--- src/rtl/move_scheduler.sv ---
// move_scheduler
//   Input and gravity sequencer between the player buttons and the
//   piece-movement datapath. Debounces the four raw buttons, turns debounced
//   rising edges into requests, adds auto-repeat on left/right/down, runs a
//   level-dependent gravity timer, and arbitrates everything into at most one
//   registered single-cycle move command, held off while the datapath is busy.
//
// Ports
//   i_clk            clock, all state on the rising edge
//   i_rst            synchronous active-high reset
//   i_play_enable    high while a piece is in play
//   i_busy           datapath cannot accept a command this cycle
//   i_left/right/rotate/down   raw active-high buttons
//   i_level[3:0]     current level, selects gravity period
//   o_move_left/right/rotate/drop   one-cycle command pulses, mutually exclusive
//   o_drop_soft      qualifies o_move_drop: 1 = player soft drop, 0 = gravity only
module move_scheduler #(
   parameter int DB_CYCLES  = 250000,
   parameter int DAS_DELAY  = 5000000,
   parameter int ARR_PERIOD = 1250000,
   parameter int GRAV_BASE  = 12500000,
   parameter int GRAV_STEP  = 1000000,
   parameter int GRAV_MIN   = 1250000
) (
   input  logic       i_clk,
   input  logic       i_rst,
   input  logic       i_play_enable,
   input  logic       i_busy,
   input  logic       i_left,
   input  logic       i_right,
   input  logic       i_rotate,
   input  logic       i_down,
   input  logic [3:0] i_level,
   output logic       o_move_left,
   output logic       o_move_right,
   output logic       o_move_rotate,
   output logic       o_move_drop,
   output logic       o_drop_soft
);

   localparam int DB_W     = (DB_CYCLES > 1) ? $clog2(DB_CYCLES) : 1;
   localparam int HOLD_W   = $clog2(DAS_DELAY + 1);
   localparam int ARR_W    = (ARR_PERIOD > 1) ? $clog2(ARR_PERIOD) : 1;
   localparam int GRAV_MAX = (GRAV_BASE > GRAV_MIN) ? GRAV_BASE : GRAV_MIN;
   localparam int GRAV_W   = (GRAV_MAX > 1) ? $clog2(GRAV_MAX) : 1;

   localparam logic [DB_W-1:0]   DB_LAST   = DB_W'(DB_CYCLES - 1);
   localparam logic [HOLD_W-1:0] HOLD_LAST = HOLD_W'(DAS_DELAY);
   localparam logic [ARR_W-1:0]  ARR_LAST  = ARR_W'(ARR_PERIOD - 1);
   localparam logic [31:0]       GRAV_BASE_U = 32'(GRAV_BASE);
   localparam logic [31:0]       GRAV_STEP_U = 32'(GRAV_STEP);
   localparam logic [31:0]       GRAV_MIN_U  = 32'(GRAV_MIN);

   // Button index within the 4-bit debounce vectors.
   localparam int B_LEFT  = 0;
   localparam int B_RIGHT = 1;
   localparam int B_ROT   = 2;
   localparam int B_DOWN  = 3;

   // Auto-repeat channel index: 0 = left, 1 = right, 2 = down.
   localparam int R_LEFT  = 0;
   localparam int R_RIGHT = 1;
   localparam int R_DOWN  = 2;

   // ---------------------------------------------------------------- state
   logic [DB_W-1:0]   db_cnt_q [4];
   logic [DB_W-1:0]   db_cnt_d [4];
   logic [3:0]        db_q, db_d;
   logic [3:0]        db_prev_q, db_prev_d;

   logic [HOLD_W-1:0] hold_q [3];
   logic [HOLD_W-1:0] hold_d [3];
   logic [ARR_W-1:0]  arr_q [3];
   logic [ARR_W-1:0]  arr_d [3];

   logic [GRAV_W-1:0] grav_q, grav_d;

   logic pend_rot_q,   pend_rot_d;
   logic pend_left_q,  pend_left_d;
   logic pend_right_q, pend_right_d;
   logic pend_soft_q,  pend_soft_d;
   logic pend_grav_q,  pend_grav_d;

   logic move_left_q,  move_left_d;
   logic move_right_q, move_right_d;
   logic move_rot_q,   move_rot_d;
   logic move_drop_q,  move_drop_d;
   logic drop_soft_q,  drop_soft_d;

   // ---------------------------------------------------------------- comb
   logic [3:0]        raw;
   logic [3:0]        edge_req;
   logic [2:0]        db_rpt;
   logic [2:0]        rpt_req;
   logic              req_left, req_right, req_rot, req_soft;
   logic [31:0]       lvl_red;
   logic [31:0]       grav_period;
   logic [GRAV_W-1:0] grav_last;
   logic              grav_expire;
   logic              out_any;
   logic              grant_ok;
   logic              gnt_rot, gnt_left, gnt_right, gnt_drop;

   assign raw    = {i_down, i_rotate, i_right, i_left};
   assign db_rpt = {db_q[B_DOWN], db_q[B_RIGHT], db_q[B_LEFT]};

   // Debounce: the counter only runs while raw disagrees with the debounced
   // value; any agreement, even for one cycle, restarts the count.
   always_comb begin
      db_d      = db_q;
      db_prev_d = db_q;
      for (int i = 0; i < 4; i++) begin
         db_cnt_d[i] = '0;
         if (raw[i] != db_q[i]) begin
            if (db_cnt_q[i] == DB_LAST) begin
               db_d[i] = raw[i];
            end else begin
               db_cnt_d[i] = db_cnt_q[i] + DB_W'(1);
            end
         end
      end
   end

   // Edge requests are suppressed outside play; the previous-value register
   // keeps tracking so a button already held when play resumes does not fire.
   always_comb begin
      edge_req = '0;
      if (i_play_enable) begin
         edge_req = db_q & ~db_prev_q;
      end
   end

   // Auto-repeat: hold counts up to DAS_DELAY and parks there; from then on
   // the ARR counter cycles and a repeat is raised each time it is at zero.
   always_comb begin
      for (int j = 0; j < 3; j++) begin
         hold_d[j]  = '0;
         arr_d[j]   = '0;
         rpt_req[j] = 1'b0;
         if (i_play_enable && db_rpt[j]) begin
            if (hold_q[j] != HOLD_LAST) begin
               hold_d[j] = hold_q[j] + HOLD_W'(1);
            end else begin
               hold_d[j]  = hold_q[j];
               rpt_req[j] = (arr_q[j] == '0);
               arr_d[j]   = (arr_q[j] == ARR_LAST) ? '0 : arr_q[j] + ARR_W'(1);
            end
         end
      end
   end

   assign req_left  = edge_req[B_LEFT]  | rpt_req[R_LEFT];
   assign req_right = edge_req[B_RIGHT] | rpt_req[R_RIGHT];
   assign req_rot   = edge_req[B_ROT];
   assign req_soft  = edge_req[B_DOWN]  | rpt_req[R_DOWN];

   // Gravity period, clamped at GRAV_MIN without ever wrapping below zero.
   always_comb begin
      lvl_red     = 32'(i_level) * GRAV_STEP_U;
      grav_period = GRAV_MIN_U;
      if (lvl_red <= GRAV_BASE_U) begin
         if ((GRAV_BASE_U - lvl_red) >= GRAV_MIN_U) begin
            grav_period = GRAV_BASE_U - lvl_red;
         end
      end
      grav_last = GRAV_W'(grav_period - 32'd1);
   end

   // >= rather than == so that a level increase that shortens the period
   // below the current count expires immediately instead of wrapping.
   assign grav_expire = i_play_enable && (grav_q >= grav_last);

   always_comb begin
      grav_d = grav_q + GRAV_W'(1);
      if (!i_play_enable || req_soft || grav_expire) begin
         grav_d = '0;
      end
   end

   // Arbiter. The idle-cycle rule is enforced by refusing a grant while a
   // command pulse is currently on the outputs.
   assign out_any  = move_left_q | move_right_q | move_rot_q | move_drop_q;
   assign grant_ok = i_play_enable & ~i_busy & ~out_any;

   always_comb begin
      gnt_rot   = grant_ok & pend_rot_q;
      gnt_left  = grant_ok & ~pend_rot_q & pend_left_q;
      gnt_right = grant_ok & ~pend_rot_q & ~pend_left_q & pend_right_q;
      gnt_drop  = grant_ok & ~pend_rot_q & ~pend_left_q & ~pend_right_q
                  & (pend_soft_q | pend_grav_q);
   end

   // A new request on the same edge as a grant leaves the flag set.
   always_comb begin
      pend_rot_d   = i_play_enable & ((pend_rot_q   & ~gnt_rot)   | req_rot);
      pend_left_d  = i_play_enable & ((pend_left_q  & ~gnt_left)  | req_left);
      pend_right_d = i_play_enable & ((pend_right_q & ~gnt_right) | req_right);
      pend_soft_d  = i_play_enable & ((pend_soft_q  & ~gnt_drop)  | req_soft);
      pend_grav_d  = i_play_enable & ((pend_grav_q  & ~gnt_drop)  | grav_expire);
   end

   always_comb begin
      move_rot_d   = gnt_rot;
      move_left_d  = gnt_left;
      move_right_d = gnt_right;
      move_drop_d  = gnt_drop;
      drop_soft_d  = gnt_drop & pend_soft_q;
   end

   // ---------------------------------------------------------------- flops
   always_ff @(posedge i_clk) begin
      if (i_rst) begin
         for (int i = 0; i < 4; i++) begin
            db_cnt_q[i] <= '0;
         end
         db_q      <= '0;
         db_prev_q <= '0;
         for (int j = 0; j < 3; j++) begin
            hold_q[j] <= '0;
            arr_q[j]  <= '0;
         end
         grav_q       <= '0;
         pend_rot_q   <= 1'b0;
         pend_left_q  <= 1'b0;
         pend_right_q <= 1'b0;
         pend_soft_q  <= 1'b0;
         pend_grav_q  <= 1'b0;
         move_left_q  <= 1'b0;
         move_right_q <= 1'b0;
         move_rot_q   <= 1'b0;
         move_drop_q  <= 1'b0;
         drop_soft_q  <= 1'b0;
      end else begin
         for (int i = 0; i < 4; i++) begin
            db_cnt_q[i] <= db_cnt_d[i];
         end
         db_q      <= db_d;
         db_prev_q <= db_prev_d;
         for (int j = 0; j < 3; j++) begin
            hold_q[j] <= hold_d[j];
            arr_q[j]  <= arr_d[j];
         end
         grav_q       <= grav_d;
         pend_rot_q   <= pend_rot_d;
         pend_left_q  <= pend_left_d;
         pend_right_q <= pend_right_d;
         pend_soft_q  <= pend_soft_d;
         pend_grav_q  <= pend_grav_d;
         move_left_q  <= move_left_d;
         move_right_q <= move_right_d;
         move_rot_q   <= move_rot_d;
         move_drop_q  <= move_drop_d;
         drop_soft_q  <= drop_soft_d;
      end
   end

   assign o_move_left   = move_left_q;
   assign o_move_right  = move_right_q;
   assign o_move_rotate = move_rot_q;
   assign o_move_drop   = move_drop_q;
   assign o_drop_soft   = drop_soft_q;

endmodule

--- config.mk ---
export PLATFORM = sky130hd
export DESIGN_NAME = move_scheduler
export DESIGN_NICKNAME = d
export VERILOG_FILES = /design/src/rtl/move_scheduler.sv
export SDC_FILE = /design/constraint.sdc
export NUM_CORES = 1
export LEC_CHECK = 0
export CAP_MARGIN = 10
export CELL_PAD_IN_SITES_DETAIL_PLACEMENT = 1
export CELL_PAD_IN_SITES_GLOBAL_PLACEMENT = 1
export CORE_MARGIN = 3
export CORE_UTILIZATION = 52
export CTS_CLUSTER_DIAMETER = 80
export DETAILED_ROUTE_END_ITERATION = 8
export PLACE_DENSITY_LB_ADDON = 0.1
export SLEW_MARGIN = 5
export SYNTH_ARGS = -nofsm -noshare
export SYNTH_HDL_FRONTEND = slang
export SYNTH_SLANG_ARGS = --single-unit
--- constraint.sdc ---
create_clock -name i_clk -period 11.2 [get_ports i_clk]
set_input_delay 2.24 -clock i_clk [delete_from_list [all_inputs] [get_ports i_clk]]
set_output_delay 2.24 -clock i_clk [all_outputs]
set_load 0.05 [all_outputs]
==> reports/qor.csv <==
metric;value;unit
io_buffers;16;
min_delay_path_depth;1;
rows;55;
utilization;59.0;%
postPlaceCellArea;0.0126;mm²
maxSlewHeadroom;30.6;%
antenna_left;0;
min_to;db_cnt_q[0][0]$_SDFF_PP0_;
dr.pass1.iters;4;
setup_violations;0;
clock_sinks;246;
maxCapViolations;0;
grt_max_degree;25;
worst_pin_slew;1.03;ns
status;completed;
path_clk_slew;0.06;ns
dp_hpwl;18600;µm
finalSetupTns;0;ns
first_global_vias;9961;
clock_latency;0.54;ns
cts_tree;yes;
via_count;9664;
fin_cells;1765;
num_io_pins;17;
path_common_cell;a21o_1;
worstPathArrival;8.95;ns
via_per_inst;5.48;
cts-root-buf;clkbuf_16;
synth-edff-count;0;
antenna_found_initial;0;
cp_slowest_cell;clkdlybuf4s50_1;
min_period;8.50;ns
finalWeightedCongestion;0.803;
ctsHoldBuffers;0;
numPlacedInstances;1716;
r2r-end;grav_q[14]$_SDFF_PP0_;
cts_resized;0;
syn-cell-area;0.0121;mm²
yosysUniqueCellTypes;63;
seq_area_frac_synth;40.7;%
grtUsageTotal;21.2;%
core-area;0.0228;mm²
peakVddDrop;121;µV
ys_warn_count;0;
ys.flop_type;dfxtp_1;
synthArstFlopShare;0;%
cp_max_fo;24;
path_cells;clkdlybuf4s50_1, inv_1, ha_1, fa_1, inv_1, fa_1, nor2b_1, nand2_1, a2111oi_2, xnor2_1, nand3_1, o32ai_4, nor3_1, ha_1, a21o_1, a21o_1, a21o_1, a211o_1, a2111o_1, a311o_1, nor2_1;
r2r-start;hold_q[0][46]$_SDFFE_PP0P_;
drt_iter0_markers;391;
final_nets;1505;
wl_per_cell;15.1;µm
worstHoldStart;db_cnt_q[0][0]$_SDFF_PP0_;
die_area;0.0252;mm²
grt_overflow;0;
drive_above_1_share;3.93;%
period_share;75.9;%
power.density;143;mW/mm²
layout_common_cells;nor2_1, dfxtp_1, xor2_1;
area_delta_synth_final;11.0;%
syn-instance-count;1414;
fp.dieH;159;µm
layout_commonest_cell;nor2_1;
yosys_register_bits;246;
htreeDepth;1;
end_kind;flip-flop;
fmax;0.118;GHz
hp-class;reg -> reg;
synth_nets;1487;
power.leakage;4.65;nW
rsz0062_at_grt;false;
finalPower;1.93;mW
worstPathRequired;11.65;ns
reg2reg_depth;9;
cts_setup_buffers;0;
avgSynthCellArea;8.56;µm²
drt-total-wl;26700;µm
critPathLaunchType;input pin;
r2r_slack;8.00;ns
cts_inserted_buffers;27;
design_area;0.0134;mm²
slew_viol_final;0;
crit_type;in -> reg;
dieWidth;159;µm
grt_pass1_wl;45600;µm
critPathMaxStageDelay;0.79;ns
drc;0;
diodes;0;
initial_core_util;53.2;%
hold_viol_final;0;
finClkSkew;0.0211;ns
clockBufferDepth;3;
[routing by layer]
layer / wire, µm / vias up / global-route usage, %
met3: 600 / 34 / 2.91
li1: - / 4865 / -
met5: 0 / - / 0
met4: 425 / 0 / 4.51
met1: 12600 / 4693 / 27.5
met2: 13100 / 72 / 37.5
[flip-flops by register name (all words and copies together) (netlist names), 4 cells and up]
signal and flops:
arr_q 63, db_cnt_q 72, db_prev_d 4, db_prev_q 4
grav_q 24, hold_q 69
[metrics by stage]
step	hold slack, ns	worst slack [ns]
6_report	0.445	2.70
5_1_grt	0.465	2.10
4_1_cts	0.444	2.62
3_5_place_dp	0.436	2.08
3_3_place_gp	0.425	2.34
2_1_floorplan	0.413	3.68
[area by class of cell]
| type | count | area [µm²] |
|---|---|---|
| inverters | 44 | 165 |
| clock inverters | 8 | 105 |
| fillers | 2755 | 9330 |
| flip-flops and latches | 246 | 4920 |
| well taps | 313 | 392 |
| repair buffers | 20 | 190 |
| multi-input cells | 1093 | 6890 |
| clock buffers | 41 | 778 |
[cell usage after synthesis (2+ instances only)]
cell type	number	area (µm²)
or3_1	30	188
o21ai_0	28	140
or2_2	2	12.5
o2111ai_1	4	35.0
xnor2_1	86	753
a211oi_1	4	30.0
and3_1	46	288
a31oi_1	2	12.5
and4_1	11	96.3
dfxtp_1	246	4920
nand3_1	88	440
buf_2	3	15.0
nand2_1	99	372
nand4b_1	4	35.0
o21a_1	2	15.0
nand4_1	48	300
mux2i_1	7	70.1
nand3b_1	5	37.5
a21oi_1	38	190
clkbuf_1	25	93.8
nor4b_1	10	87.6
nor3_1	20	100
a2bb2oi_1	2	17.5
nor4_2	2	25.0
ha_1	56	701
fa_1	5	100
nor2b_1	12	75.1
nor2_1	274	1030
a21o_1	7	52.6
nor3b_1	3	22.5
nand2b_1	13	81.3
nor4_1	25	156
xor2_1	121	1060
or2_1	3	18.8
a211o_1	2	17.5
a21boi_1	3	22.5
or3b_1	2	17.5
and2_1	6	37.5
buf_1	2	7.51
inv_1	44	165
a21bo_2	2	20.0
[where the power goes]
part	internal, mW	switching, mW	leakage [nW]
registers	0.877	0.00136	1.98
clock network	0.526	0.351	0.437
logic	0.0720	0.103	2.24
total	1.47	0.455	4.65
[how the worst max path moves through the flow]
stage,from,endpoint,slack [ns],cells after the start
CTS,i_level[1],grav_q[14]$_SDFF_PP0_,2.62,21
global route,i_level[1],grav_q[13]$_SDFF_PP0_,2.10,21
detailed placement,i_level[1],grav_q[0]$_SDFF_PP0_,2.08,21
global placement,i_level[1],grav_q[20]$_SDFF_PP0_,2.34,21
finish,i_level[1],grav_q[0]$_SDFF_PP0_,2.70,21
floorplan,i_level[1],grav_q[10]$_SDFF_PP0_,3.68,22
[logic make-up after synthesis]
group | Yosys count | synth area share [%]
buf+inv | 75 | 2.42
mux | 8 | 0.672
compound gates | 107 | 5.89
simple gates | 709 | 28.6
xor+xnor | 208 | 15.1
fa+ha+maj | 61 | 6.61
flops | 246 | 40.7
[worst max-delay path: cells and delay by family]
family                     cells  cell delay, ns
and+or+nand+nor                5            0.85
xor gates and xnor gates       1            0.19
adders and majority gates      4            1.77
AOI/OAI and AO/OA              8            2.76
buffers and inverters          3            1.13
No activity file was read; power rests on OpenSTA's default activity.
